<file path="src/rtl/cic_pkg.sv">
// rtl/cic_pkg.sv - shared state type and width helper for the CIC interpolator.
package cic_pkg;

    typedef enum logic {
        S_IDLE = 1'b0,
        S_OUT  = 1'b1
    } cic_state_t;

    // Register growth of an interpolating CIC with differential delay 1.
    function automatic int cic_out_width(input int i_w, input int r_w, input int n);
        return i_w + (n - 1) * r_w;
    endfunction

endpackage

</file>
<file path="src/rtl/cic_comb_stage.sv">
// rtl/cic_comb_stage.sv - one comb section: delay register plus subtractor.
module cic_comb_stage #(
    parameter int G_W = 8
) (
    input  logic           i_clk,
    input  logic           i_rst,
    input  logic           i_en,
    input  logic [G_W-1:0] i_data,
    output logic [G_W-1:0] o_data
);

    logic [G_W-1:0] r_dly;

    assign o_data = i_data - r_dly;

    always_ff @(posedge i_clk) begin
        if (i_rst) begin
            r_dly <= '0;
        end else if (i_en) begin
            r_dly <= i_data;
        end
    end

endmodule

</file>
<file path="src/rtl/cic_interpolator.sv">
// rtl/cic_interpolator.sv - CIC interpolator, ratio 2**G_R_W, G_N stages, valid/ready on both sides.
// Optional CIC_GAIN_COMP_EN: output shifted down to unity DC gain.
module cic_interpolator
    import cic_pkg::*;
#(
    parameter  int G_I_W = 6,
    parameter  int G_R_W = 2,
    parameter  int G_N   = 2,
    localparam int G_O_W = cic_out_width(G_I_W, G_R_W, G_N)
) (
    input  logic             i_clk,
    input  logic             i_rst,
    input  logic             i_valid,
    output logic             o_ready,
    input  logic [G_I_W-1:0] i_sample,
    output logic             o_valid,
    input  logic             i_ready,
    output logic [G_O_W-1:0] o_result
);

    localparam int R  = 2 ** G_R_W;
    localparam int SH = (G_N - 1) * G_R_W;

    cic_state_t       r_state;
    cic_state_t       w_state_nxt;
    logic [G_R_W-1:0] r_phase;
    logic             w_last;
    logic             w_accept;
    logic             w_hs;
    logic             w_integ_en;
    logic [G_O_W-1:0] w_comb      [G_N+1];
    logic [G_O_W-1:0] r_integ     [G_N];
    logic [G_O_W-1:0] w_integ_nxt [G_N];
    logic [G_O_W-1:0] w_res;

    assign w_last = (r_phase == G_R_W'(R - 1));

    always_ff @(posedge i_clk) begin
        if (i_rst) begin
            r_state <= S_IDLE;
        end else begin
            r_state <= w_state_nxt;
        end
    end

    always_comb begin
        w_state_nxt = r_state;
        o_ready     = 1'b0;
        o_valid     = 1'b0;
        case (r_state)
            S_IDLE: begin
                o_ready = 1'b1;
                if (i_valid) begin
                    w_state_nxt = S_OUT;
                end
            end
            S_OUT: begin
                o_valid = 1'b1;
                o_ready = w_last && i_ready;
                // Last phase taken with no new sample waiting: drop back to idle.
                if (w_last && i_ready && !i_valid) begin
                    w_state_nxt = S_IDLE;
                end
            end
            default: w_state_nxt = S_IDLE;
        endcase
    end

    assign w_accept   = i_valid && o_ready;
    assign w_hs       = o_valid && i_ready;
    assign w_integ_en = w_accept || (w_hs && !w_last);

    assign w_comb[0] = G_O_W'($signed(i_sample));

    for (genvar k = 0; k < G_N; k++) begin : g_comb
        cic_comb_stage #(
            .G_W(G_O_W)
        ) u_comb (
            .i_clk  (i_clk),
            .i_rst  (i_rst),
            .i_en   (w_accept),
            .i_data (w_comb[k]),
            .o_data (w_comb[k+1])
        );
    end

    // Zero-stuffing: integrators see the comb output on accept, zero otherwise.
    always_comb begin
        w_integ_nxt[0] = r_integ[0] + (w_accept ? w_comb[G_N] : '0);
        for (int k = 1; k < G_N; k++) begin
            w_integ_nxt[k] = r_integ[k] + w_integ_nxt[k-1];
        end
    end

`ifdef CIC_GAIN_COMP_EN
    assign w_res = G_O_W'($signed(w_integ_nxt[G_N-1]) >>> SH);
`else
    assign w_res = w_integ_nxt[G_N-1];
`endif

    always_ff @(posedge i_clk) begin
        if (i_rst) begin
            for (int k = 0; k < G_N; k++) begin
                r_integ[k] <= '0;
            end
            r_phase  <= '0;
            o_result <= '0;
        end else if (w_integ_en) begin
            for (int k = 0; k < G_N; k++) begin
                r_integ[k] <= w_integ_nxt[k];
            end
            o_result <= w_res;
            r_phase  <= w_accept ? '0 : r_phase + 1'b1;
        end
    end

endmodule

</file>
<file path="config.mk">
export PLATFORM = sky130hd
export DESIGN_NAME = cic_interpolator
export DESIGN_NICKNAME = d
export VERILOG_FILES = /design/src/rtl/cic_pkg.sv /design/src/rtl/cic_comb_stage.sv /design/src/rtl/cic_interpolator.sv
export SDC_FILE = /design/constraint.sdc
export NUM_CORES = 1
export LEC_CHECK = 0
export CORE_ASPECT_RATIO = 0.7
export CORE_MARGIN = 5
export CORE_UTILIZATION = 45
export DETAILED_ROUTE_END_ITERATION = 16
export GPL_TIMING_DRIVEN = 0
export PLACE_DENSITY_LB_ADDON = 0.1
export SYNTH_ARGS = -nofsm -noshare
export SYNTH_HDL_FRONTEND = slang
export SYNTH_SLANG_ARGS = --single-unit
</file>
<file path="constraint.sdc">
create_clock -name i_clk -period 9.1 [get_ports i_clk]
set_input_delay 1.365 -clock i_clk [delete_from_list [all_inputs] [get_ports i_clk]]
set_output_delay 1.365 -clock i_clk [all_outputs]
set_load 0.01 [all_outputs]
</file>
==> reports/metrics.csv <==
metric,value,unit
CP max-delay cell,clkdlybuf4s50_1,
Worst slew margin,0.570,
first-pass GRT wire length,7510,um
share of post-route cells with drive strength above 1,0.0453,
min-delay src,o_result[1],
antenna cells,0,
Tot Pwr,654,uW
CP Depth,24,
first drt pass iteration count,4,
Die Ht,71.9,um
pwr dens,231,mW/mm^2
Hold Fails Final Rpt,0,
Initial Util,0.466,
H-tree levels,2,
Synth top area share,0.195,
antenna violations before repair,0,
Max Buffers Root-to-Sink,2,
R2R Path Start,r_phase[0],
Post-synth ARST share,0,
critical path's top delay family,adder cells,
final worst slack,3.38,ns
die area,0.00708,sq mm
FMAX,0.175,GHz
status,finished clean,
pre-CTS setup slack,3.14,ns
fin crit period,5.72,ns
wire per inst,11.8,um
Netlist Area Pre-Place,0.00246,sq mm
Rows,22,
vias in the first global route,1637,
Skew-Pair Late Insertion Delay,0.29,ns
Max stage delay on crit path,0.43,ns
GRT overflow,0,
"Seq/Total Area, Yosys",0.390,
CTS tree,done,
worst reg-to-reg setup slack,4.45,ns
Tcrit/Tclk final,0.628,
post-CTS sizing,0,
CTS buffer count,5,
post-cts hold buffer count,0,
Worst Hold End,o_result[1],
FF-to-FF path depth,21,
Post-CTS Setup Repair Bufs,0,
Boundary Pins,20,
critical path peak fanout,3,
Startpoint Class,primary input,
DRC Markers,0,
final setup vio count,0,
top post-synthesis cells by area,"dfxtp_1 20%, edfxtp_1 20%, ha_1 14%, a21oi_1 5.7%, xnor2_1 5.3%",
Sink Count,40,
"EDFF count, synth",16,
drt first-iter violations,66,
crit path cell chain,"clkdlybuf4s50_1, inv_1, ha_1, inv_2, fa_1, a21oi_1, nor2_1, nor2_1, xnor2_1, ha_1, a21boi_0, nor2_1, xor2_1, nor2_1, ha_1, a21oi_1, xnor2_1, ha_1, o21a_1, nor2_1, a21oi_1, xor2_4, xnor2_1, nor2_1",
Setup CP Type,primary input to flop,
Post-DP Area,0.00274,sq mm
CTS Root Cell,clkbuf_8,
Worst-Margin Slew,0.644,ns
Static Leak,1.25,nW
Hold Crit Depth,1,
post-DP HPWL,3310,um
#FFs+latches synth,40,
Non-Filler Instances,359,
Critical Path Most Common Cell,nor2_1,
core box area,0.00529,sq mm
Reg-to-Reg End,r_integ[0][15],
Post-synth top flop,dfxtp_1,
pin count of the biggest net entering global routing,17,
critical path data arrival time,5.76,ns
VDD IR-drop max,134,uV
max cap viols,0,
"Req. time, crit path",9.14,ns
Synth Area per Inst,9.47,sq um
CP endpoint kind,flop,
Syn-to-layout area delta,15.1,%
Placed Cells,351,
CP Buf/Inv Count,3,
Clock Pin Slew Worst Setup and Hold Paths,0.08,ns
synthesis warning total,0,
Die W,98.4,um
Total GRT Usage,0.130,
routed vias/inst,4.85,
ANT nets after route,0,
cells after synthesis,260,
Nets,328,
Yosys top cell by area,dfxtp_1,
GP Congestion,0.775,
Slew Limit Fails,0,
via count,1741,
Total Wirelength,4230,um
commonest cells in the netlist,"28 x a21oi_1, 28 x ha_1, 27 x nand2_1, 24 x dfxtp_1, 22 x inv_1",
unrepaired setup endpoints after global routing,no,
"Net Count, Synth",302,
Final Cell Area,0.00284,sq mm
total negative slack,0,ns
number of port buffers,19,
clock skew,0.00579,ns
Hold Path Class,flop to flop,
Yosys cell types,34,
-- metrics by stage --
step	hold slack (ns)	utilization
global route	0.477	0.536
CTS	0.458	0.536
floorplan	0.436	-
detailed placement	0.439	0.519
global placement	0.434	0.519
finish	0.453	0.536
-- where the power goes --
part           internal (mW)  switching [mW]
Combinational          0.144           0.142
Clock                 0.0606          0.0632
Sequential             0.227          0.0163
-- flip-flops by register name, indices dropped and copies added (netlist names) --
signal               count
g_comb.u_comb.r_dly     13
r_state                  1
r_phase                  2
o_result                 8
r_integ                 16
-- how the worst max path moves through the flow --
stage,startpoint,endpoint,slack (ns)
4_1_cts,i_sample[0],r_integ[0][15],3.42
5_1_grt,i_sample[0],r_integ[0][15],3.08
3_5_place_dp,i_sample[0],r_integ[0][15],3.14
6_report,i_sample[0],r_integ[0][15],3.38
3_3_place_gp,i_ready,r_integ[0][15],3.15
2_1_floorplan,i_sample[0],r_integ[0][15],3.91
-- layer usage --
metal	vias to the layer above	track usage	wire (um)	part of all wire
li1	936	-	-	-
met1	778	0.200	2500	0.59
met2	22	0.173	1530	0.36
met3	5	0.0394	156	0.037
met4	0	0.0364	40	0.0094
met5	-	0	0	0
-- layout by cell type, fill, tap and decap left out, types with 11 or more instances in the layout --
| master | count |
|---|---|
| a21oi_1 | 28 |
| edfxtp_1 | 16 |
| dfxtp_1 | 24 |
| inv_1 | 22 |
| xnor2_1 | 15 |
| ha_1 | 28 |
| and2_1 | 11 |
| clkdlybuf4s50_1 | 19 |
| a21o_1 | 17 |
| nor2_1 | 21 |
| nand2_1 | 27 |
-- cell families after synthesis --
kind of cell               Yosys count  synth area share
xor gates and xnor gates            22            0.0920
AOI/OAI and AO/OA                   65             0.167
adders and majority gates           32             0.175
buffers and inverters               31            0.0473
and+or+nand+nor                     69             0.124
DFF                                 40             0.390
muxes                                1           0.00407
-- cell type report --
cell class              instances  area [sq um]
plain buffers                   7          26.3
clock buffers                   6          82.6
clock inverters                 2          10.0
fillers                       502          2450
inverters                      24          90.1
multi-input cells             189          1390
flip-flops and latches         40           961
well taps                      72          90.1
repair buffers                 19           190
No activity file was read; power rests on OpenSTA's default activity.
